<file path="config.mk">
export PLATFORM = sky130hd
export DESIGN_NAME = capp_match_reader
export DESIGN_NICKNAME = d
export VERILOG_FILES = /design/src/rtl/capp_match_reader.sv
export SDC_FILE = /design/constraint.sdc
export NUM_CORES = 1
export LEC_CHECK = 0
export BUFFER_PORTS_ARGS = -buffer_cell sky130_fd_sc_hd__clkbuf_2
export CORE_ASPECT_RATIO = 1.25
export CORE_MARGIN = 1.5
export CORE_UTILIZATION = 51
export DETAILED_ROUTE_END_ITERATION = 10
export PLACE_DENSITY = 0.82
export SYNTH_ARGS = -nofsm -noshare
export SYNTH_HDL_FRONTEND = slang
export SYNTH_SLANG_ARGS = --single-unit
</file>
<file path="constraint.sdc">
create_clock -name CLK -period 2.8 [get_ports CLK]
set_input_delay 0.42 -clock CLK [delete_from_list [all_inputs] [get_ports CLK]]
set_output_delay 0.42 -clock CLK [all_outputs]
set_load 0.005 [all_outputs]
</file>
<file path="src/rtl/capp_match_reader.sv">
// Multiple-response resolver for the CAPP match-tag vector: emits each set tag index, lowest first.
// Optional CAPP_MATCH_COUNT_EN adds a per-read-out handshake counter output (match_count).
module capp_match_reader #(
    parameter int unsigned WORDS = 32,
    parameter int unsigned IDX_W = 5
) (
    input  logic             CLK,
    input  logic             RST_N,
    input  logic [WORDS-1:0] tags_in,
    input  logic             tags_load,
    input  logic             abort,
    output logic [IDX_W-1:0] out_idx,
    output logic             out_valid,
    input  logic             out_ready,
    output logic             busy,
    output logic             any_match,
    output logic             done
`ifdef CAPP_MATCH_COUNT_EN
    ,
    output logic [IDX_W:0]   match_count
`endif
);

    typedef enum logic [1:0] {
        StIdle,
        StScan,
        StFin
    } state_e;

    state_e           state_q;
    logic [WORDS-1:0] pending_q;
    logic [WORDS-1:0] pending_rest;
    logic             handshake;
    logic             load_accept;

    assign out_valid   = (state_q == StScan);
    assign busy        = (state_q != StIdle);
    assign handshake   = out_valid & out_ready;
    assign load_accept = (state_q == StIdle) & tags_load;

    // Clearing the lowest set bit is exactly the bit the encoder below selects.
    assign pending_rest = pending_q & (pending_q - WORDS'(1));

    always_comb begin
        out_idx = '0;
        for (int i = int'(WORDS) - 1; i >= 0; i--) begin
            if (pending_q[i]) begin
                out_idx = IDX_W'(i);
            end
        end
    end

    always_ff @(posedge CLK) begin
        if (!RST_N) begin
            state_q   <= StIdle;
            pending_q <= '0;
            any_match <= 1'b0;
            done      <= 1'b0;
        end else begin
            done <= 1'b0;
            unique case (state_q)
                StIdle: begin
                    if (tags_load) begin
                        pending_q <= tags_in;
                        any_match <= |tags_in;
                        if (|tags_in) begin
                            state_q <= StScan;
                        end else begin
                            state_q <= StFin;
                            done    <= 1'b1;
                        end
                    end
                end
                StScan: begin
                    // Abort beats completion, even when the final index is accepted alongside it.
                    if (abort) begin
                        pending_q <= '0;
                        state_q   <= StIdle;
                    end else if (handshake) begin
                        pending_q <= pending_rest;
                        if (pending_rest == '0) begin
                            state_q <= StFin;
                            done    <= 1'b1;
                        end
                    end
                end
                StFin: begin
                    state_q <= StIdle;
                end
                default: begin
                    state_q <= StIdle;
                end
            endcase
        end
    end

`ifdef CAPP_MATCH_COUNT_EN
    localparam logic [IDX_W:0] CntOne = (IDX_W + 1)'(1);

    always_ff @(posedge CLK) begin
        if (!RST_N) begin
            match_count <= '0;
        end else if (load_accept) begin
            match_count <= '0;
        end else if (handshake) begin
            match_count <= match_count + CntOne;
        end
    end
`endif

endmodule

</file>
* Word level (Yosys, flattened, before mapping)
Cells that the tools add are included.
Word-level totals: input port bits 37, register bits after elaboration 36
Cells by class: mux-type cells 48, equality and inequality tests 4, reduce and logical (&&, ||, !) cells 8, bitwise logic cells 2, $add $sub $neg 1
Operators by type and width (number):
- $mux 5 | 32
- $mux 32 | 3
- $pmux 32 s2 | 1
- $and 32x32->32 | 1
- $logic_not 32->1 | 1
- $reduce_or 32->1 | 1
- $sub 32x1->32 const B | 1
- $mux 2 | 5
- $ne 3x2->1 const B | 2
- $reduce_and 3->1 | 2
- $mux 1 | 5
- $pmux 2 s2 | 1
- $reduce_bool 2->1 | 2
- $eq 2x1->1 const B | 1
- $logic_not 2->1 | 1
- $ne 2x2->1 const B | 1
- $pmux 1 s2 | 1
- $reduce_and 2->1 | 1
- $and 1x1->1 | 1

* Longest topological paths before layout
Gate-level depths: netlist of run 1.
word-level depth 32, mapped depth 10

* Worst setup path before layout of run 1
Ideal clock, no wire load.
path type reg2reg, start point register pending_q[0], end point register done, clock period less this slack 2.534 ns, arrival 2.472 ns, setup slack 0.266 ns, setup time 0.062 ns, cell stages (with the launch flop) 11, cells stage by stage dfxtp_1 -> or4_1 -> buf_2 -> or3_1 -> buf_2 -> or2_1 -> buf_6 -> nor4_4 -> o2111ai_2 -> nor4_4 -> a32o_1
Between the ends: longest elaborated chain between the ends 7
Ends and longest elaborated chain:
- start: declaration | line 31 | logic [WORDS-1:0] pending_q;
- start signal: assignment | line 64 | pending_q <= tags_in;
- start signal: assignment | line 80 | pending_q <= pending_rest;
- $sub 32x1->32 | line 42 | assign pending_rest = pending_q & (pending_q - WORDS'(1));
- $and 32x32->32 * | line 42
- $logic_not 32->1 * | line 81 | if (pending_rest == '0) begin
- $mux 1 * | line 81
- $mux 1 * | line 79 | end else if (handshake) begin
- $mux 1 * | line 76 | if (abort) begin
- $pmux 1 s2 * | line 61 | unique case (state_q)
- end signal: assignment | line 58 | done <= 1'b0;
- end signal: assignment | line 60 | done <= 1'b0;
- end signal: assignment | line 83 | done <= 1'b1;
- end: declaration | line 17 | output logic done
Mark *: on every way between the ends. The rest lies on a longest branch, timed or not. A chain may end at the register's enable or synchronous reset.

* Worst setup path in the final report of run 1
start point register pending_q[0], end point register state_q[1]
Between the ends: longest elaborated chain between the ends 5
Ends and longest elaborated chain:
- $sub 32x1->32 | line 42
- $and 32x32->32 * | line 42
- $logic_not 32->1 * | line 81
- $ne 3x2->1 (no line) *
- $reduce_and 3->1 (no line) *
- end signal: assignment | line 78 | state_q <= StIdle;
- end signal: assignment | line 82 | state_q <= StFin;
- end signal: assignment | line 88 | state_q <= StIdle;
- end: declaration | line 30 | state_e state_q;
Marked as above.

==> impl_metrics.py, run 1 <==
metrics = {
    "status": {
        "status": "complete, no violations",
    },
    "synth": {
        "syn_inst": 330,
        "synth_top_family_by_area": "simple AND/OR/NAND/NOR gates",
        "ys_async_sr_fraction_pct": 0,
        "avgSynthCellArea_um2": 7.36,
        "synth_nets": 367,
        "synth_edf_count": 0,
        "synth_area_um2": 2430,
        "yosys.area_share.adder_pct": 0.824,
        "synth_compound_area_share_pct": 29.6,
        "ys_seq_area_share_pct": 29.7,
        "synth_warnings": 0,
        "synthMuxAreaShare_pct": 0,
        "synth-simple-area-share_pct": 34.3,
        "ys_ff_latch": 36,
        "synthFlopType": "dfxtp_1",
        "synthXorXnorAreaFrac_pct": 0,
        "yosysUniqueCellTypes": 50,
    },
    "global_route": {
        "grt-ovfl-total": 0,
        "grt_pass1_vias": 2449,
        "grtUsageTotal_pct": 29.0,
        "antenna_found_initial": 0,
        "grt_pass1_wl_mm": 11.6,
        "grt_max_degree": 37,
    },
    "drt": {
        "vias_per_cell": 6.16,
        "dr.pass1.iters": 5,
        "routed_wl_mm": 7.08,
        "ant_nets": 0,
        "wl_per_cell_um": 16.4,
        "drtIter0Drc": 269,
        "vias": 2660,
        "drc": 0,
    },
    "pwr": {
        "irDropWorstVdd_uv": 353,
        "power.total_mw": 1.60,
        "leakage_nw": 1.13,
        "power.density_nw_per_um2": 561,
    },
    "placement": {
        "io_buffers": 45,
        "place.gp.congestion": 0.965,
        "dp.cells": 424,
        "dpl.hpwl_mm": 5.26,
    },
    "worst_setup_path": {
        "critical_path_required_ns": 3.03,
        "worstSetupEndpointType": "flop",
        "critPathArrivalTime_ns": 2.90,
        "start_kind": "flop",
        "worstPathMaxFanout": 7,
        "setup.worst_path.class": "reg -> reg",
    },
    "timing": {
        "period_share_pct": 95.2,
        "tightest_slew_ns": 0.841,
        "hold_viol_final": 0,
        "slew_headroom_pct": 43.7,
        "fin_crit_ns": 2.67,
        "maxSlewViolCount": 0,
        "fmax_mhz": 375,
        "fin_skew_ns": 0.00511,
        "hold_ws_ns": 0.358,
        "setup_viol": 0,
    },
    "cells_and_area": {
        "layout.cells.non_filler": 432,
        "final_cell_mix": "clkbuf_2 (45), dfxtp_1 (36), o21ai_0 (27), nor2_1 (26), nor2b_1 (26)",
        "drive_above_1_share_pct": 22.2,
        "mostFrequentLayoutCell": "clkbuf_2",
        "nets": 410,
        "antenna_cells": 0,
        "fill_cells": 424,
        "area_growth_pct": 17.1,
    },
    "clock_network": {
        "ctsHoldBuffers": 0,
        "path_clk_slew_ns": 0.07,
        "cts_tree": "yes",
        "clk_latency_ns": 0.29,
        "cts_resized": 0,
        "ctsLongestPathBuffers": 2,
        "htree_levels": 2,
        "cts_setup_buffers": 0,
        "cts_made_buffers": 5,
        "cts_root_buffer": "clkbuf_8",
        "cts_sinks": 36,
    },
    "floorplan": {
        "die_w_um": 64.7,
        "start_util_pct": 54.1,
        "rows": 27,
        "die_h_um": 80.2,
        "dieArea_um2": 5190,
        "coreArea_um2": 4490,
        "pin_count": 46,
    },
    "job": {
        "drv_cap": 0,
    },
    "hold_path": {
        "worstHoldPathType": "in -> reg",
    },
}
## worst paths after layout
check	startpoint	end	slack [ns]	cells past startpoint
setup / recovery	pending_q[0]$_SDFFE_PN0P_	state_q[1]$_SDFFE_PN0P_	0.13	7
setup reg to reg	pending_q[0]$_SDFFE_PN0P_	state_q[1]$_SDFFE_PN0P_	0.13	7
hold / removal	tags_in[23]	pending_q[23]$_SDFFE_PN0P_	0.36	3
hold reg to reg	any_match$_SDFFE_PN0P_	any_match$_SDFFE_PN0P_	0.52	2
## routing by layer
metal / GRT usage (%) / vias to the layer above / wire length, um
met4: 16.0 / 0 / 299
met1: 34.7 / 1213 / 2910
met5: 0 / - / 0
met3: 5.32 / 29 / 475
li1: - / 1305 / -
met2: 48.6 / 113 / 3400
## cells by family after synthesis
kind of cell	after synthesis
and+or+nand+nor	148
AOI/OAI and AO/OA	110
DFF	36
buffers and inverters	34
adders and majority gates	2
## report_power, final
group	internal, mW	switching, mW
clock network	0.201	0.183
logic	0.249	0.341
registers	0.557	0.0641
## cells in the mapped netlist (2+ instances only)
cell,number,share of area [%]
nor4_4,2,1.8
o21a_1,2,0.62
nor4_1,19,4.9
nor2b_1,26,6.7
a32o_1,2,0.82
and2_1,4,1.0
o31ai_1,2,0.62
o21ai_1,10,2.1
buf_2,2,0.41
o21ai_0,27,5.6
or4_1,3,0.93
or3_1,3,0.77
nor3_1,17,3.5
and3_1,2,0.51
clkbuf_1,22,3.4
nor2_1,27,4.2
nand2_1,24,3.7
a221oi_1,3,1.1
nand3_1,4,0.82
a211oi_1,2,0.62
o31a_1,3,1.1
inv_1,9,1.4
nand4_1,3,0.77
nand2b_1,3,0.77
nor3b_1,2,0.62
a21oi_1,22,4.5
a21boi_0,2,0.62
a22oi_1,21,6.5
dfxtp_1,36,30
a31oi_1,2,0.51
maj3_1,2,0.82
o2111ai_2,2,1.2
or2_2,3,0.77
## critical path, cell delays in order (launching register included)
cell,delay (ns)
dfxtp_1,0.37
or4_1,0.60
or3_1,0.44
or2_1,0.39
nor4_4,0.22
o2111ai_2,0.16
nor4_4,0.22
a32o_1,0.21
## through the flow
stage	utilization, %	instance area, um2	TNS, ns	setup WS (ns)
floorplan	-	2430	0	0.266
detailed placement	61.2	2750	0	0.195
global placement	61.2	2750	0	0.260
global route	63.4	2850	-0.00656	-0.00656
finish	63.4	2850	0	0.134
CTS	63.2	2840	0	0.0939
## cell type report
type                            count  area [um2]  area share, %
Tap cell                           58        72.6           2.55
Inverter                            9        33.8           1.19
Sequential cell                    36         721           25.3
Clock buffer                        8        90.1           3.16
Timing Repair Buffer               61         345           12.1
Multi-Input combinational cell    260        1580           55.6
## flip-flops by register name, summed over array words and instances (netlist names)
name	flops
state_q	2
any_match	1
done	1
pending_q	32
No activity file was read; power rests on OpenSTA's default activity.
==> run 2, diff against run 1 <==
--- a/config.mk
+++ b/config.mk
@@ -8,9 +8,9 @@
 export BUFFER_PORTS_ARGS = -buffer_cell sky130_fd_sc_hd__clkbuf_2
 export CORE_ASPECT_RATIO = 1.25
 export CORE_MARGIN = 1.5
-export CORE_UTILIZATION = 51
+export CORE_UTILIZATION = 35
 export DETAILED_ROUTE_END_ITERATION = 10
-export PLACE_DENSITY = 0.82
+export PLACE_DENSITY = 0.63
 export SYNTH_ARGS = -nofsm -noshare
 export SYNTH_HDL_FRONTEND = slang
 export SYNTH_SLANG_ARGS = --single-unit
==> run 2 against run 1 <==
Against the previous run: sequential power is 0.6% lower; setup slack better by 0.064 ns; critical path depth stayed put; via count is 0.64% higher; sequential share of layout area is 0.38 points lower; count of clock-buffer cells in the layout is 3 lower; worst hold slack better by 0.0081 ns; utilization is 20 points lower; largest power group unchanged.
==> impl_metrics.py, run 2 (synthesis gave the netlist of run 1 again) <==
metrics = {
    "status": {
        "status": "complete, no violations",
    },
    "cells_and_area": {
        "seq_area_um2": 721,
        "multi_input_area_um2": 1600,
        "reg_top3": "pending_q (32), state_q (2)",
        "antenna_cells": 0,
        "final_cell_mix": "clkbuf_2 (45), dfxtp_1 (36), nor2_1 (26), o21ai_0 (26), nor2b_1 (26)",
        "drive_above_1_share_pct": 23.3,
        "fin_util_pct": 43.5,
        "mostFrequentLayoutCell": "clkbuf_2",
        "fill_cells": 687,
        "largest_reg_flops": 32,
        "nets": 412,
        "regMostFlops": "pending_q",
        "area_growth_pct": 18.9,
    },
    "clock_network": {
        "cts_root_buffer": "clkbuf_8",
        "cts_tree": "yes",
        "path_clk_slew_ns": 0.07,
        "cts_made_buffers": 5,
        "htree_levels": 2,
        "cts_setup_buffers": 0,
        "clk_latency_ns": 0.29,
        "cts_sinks": 36,
        "cts_resized": 0,
        "ctsHoldBuffers": 0,
        "ctsLongestPathBuffers": 2,
    },
    "pwr": {
        "leakage_nw": 1.13,
        "irDropWorstVdd_uv": 232,
        "p_seq_share_pct": 39.5,
        "p_sw_share_pct": 37.5,
        "switching_power_mw": 0.586,
        "p_clk_share_pct": 21.3,
        "power_frac_comb_pct": 39.3,
        "intPower_mw": 0.977,
        "power.density_nw_per_um2": 541,
    },
    "global_route": {
        "grt_pass1_vias": 2500,
        "grtUsageTotal_pct": 20.9,
        "grt_max_degree": 37,
        "antenna_found_initial": 0,
        "grt_pass1_wl_mm": 12.2,
        "grt-ovfl-total": 0,
    },
    "floorplan": {
        "pin_count": 46,
        "start_util_pct": 36.6,
        "rows": 33,
        "dieArea_um2": 7450,
        "die_h_um": 96.2,
        "die_w_um": 77.5,
        "coreArea_um2": 6650,
    },
    "placement": {
        "dpl.hpwl_mm": 5.56,
        "place.gp.congestion": 0.918,
        "io_buffers": 45,
    },
    "timing": {
        "maxSlewViolCount": 0,
        "fin_crit_ns": 2.60,
        "rsz0062_at_grt": "false",
        "setup_viol": 0,
        "tns_ns": 0,
        "period_share_pct": 92.9,
        "tightest_slew_ns": 0.604,
        "hold_viol_final": 0,
        "fin_skew_ns": 0.00510,
        "fmax_mhz": 384,
        "slew_headroom_pct": 59.7,
    },
    "drt": {
        "drc": 0,
        "drtIter0Drc": 232,
        "dr.pass1.iters": 4,
        "ant_nets": 0,
        "vias_per_cell": 5.82,
        "vias": 2677,
        "wl_per_cell_um": 16.2,
        "routed_wl_mm": 7.47,
    },
    "hold_path": {
        "worstHoldPathType": "in -> reg",
        "hp-start": "tags_in[23]",
        "holdPathStages": 3,
        "hold_end": "pending_q[23]$_SDFFE_PN0P_",
    },
    "worst_setup_path": {
        "reg2reg_from": "pending_q[0]$_SDFFE_PN0P_",
        "r2r-end": "done$_SDFF_PN0_",
        "start_kind": "flop",
        "critPathArrivalTime_ns": 2.83,
        "worstPathMaxFanout": 7,
        "setup.worst_path.class": "reg -> reg",
        "critical_path_required_ns": 3.03,
        "r2r_cells": 7,
        "r2r_slack_ns": 0.20,
        "worstSetupEndpointType": "flop",
    },
    "job": {
        "drv_cap": 0,
    },
}
run 2: final cells by class:
type	instances	share of cell area, %
repair buffers	63	12.5
clock buffers	5	2.38
flip-flops and latches	36	24.9
inverters	9	1.17
well taps	87	3.77
multi-input cells	260	55.3
run 2: routing by layer:
metal | GRT usage, % | part of all wire [%]
met5 | 0 | 0
met4 | 10.0 | 2.2
met2 | 37.3 | 50
met3 | 2.18 | 5.7
met1 | 25.3 | 42
run 2: worst max-delay path, cell delays in order (launching register included):
cell and delay (ns):
dfxtp_1 0.36, or4_1 0.61, or3_4 0.41, o41ai_2 0.26
nor3b_2 0.26, o2111ai_2 0.17, nor4_4 0.28, a32o_1 0.21
run 2: worst max-delay path by stage:
stage | from | to | slack [ns] | depth (start not counted)
6_report | pending_q[0]$_SDFFE_PN0P_ | done$_SDFF_PN0_ | 0.20 | 7
3_5_place_dp | pending_q[0]$_SDFFE_PN0P_ | done$_SDFF_PN0_ | 0.11 | 7
5_1_grt | pending_q[0]$_SDFFE_PN0P_ | done$_SDFF_PN0_ | 0.04 | 7
4_1_cts | pending_q[0]$_SDFFE_PN0P_ | done$_SDFF_PN0_ | 0.1 | 7
2_1_floorplan | pending_q[0]$_SDFFE_PN0P_ | done$_SDFF_PN0_ | 0.27 | 10
3_3_place_gp | pending_q[0]$_SDFFE_PN0P_ | done$_SDFF_PN0_ | 0.24 | 7
run 2: per-stage QoR:
step | worst slack [ns] | cells | total power, mW | hold slack, ns | cell area [um2]
finish | 0.198 | 460 | 1.56 | 0.366 | 2890
global route | 0.0428 | 460 | 1.67 | 0.373 | 2890
CTS | 0.0992 | 460 | 1.55 | 0.367 | 2870
detailed placement | 0.111 | 455 | 1.22 | 0.523 | 2800
global placement | 0.245 | 455 | 1.22 | 0.505 | 2800
floorplan | 0.266 | 330 | 1.02 | 0.487 | 2430
run 2: power by group through the flow:
stage,clock [mW],combinational (mW),sequential (mW)
2_1_floorplan,0,0.413,0.607
3_3_place_gp,0,0.589,0.626
3_5_place_dp,0,0.594,0.626
4_1_cts,0.340,0.597,0.615
5_1_grt,0.361,0.681,0.626
6_report,0.333,0.614,0.617
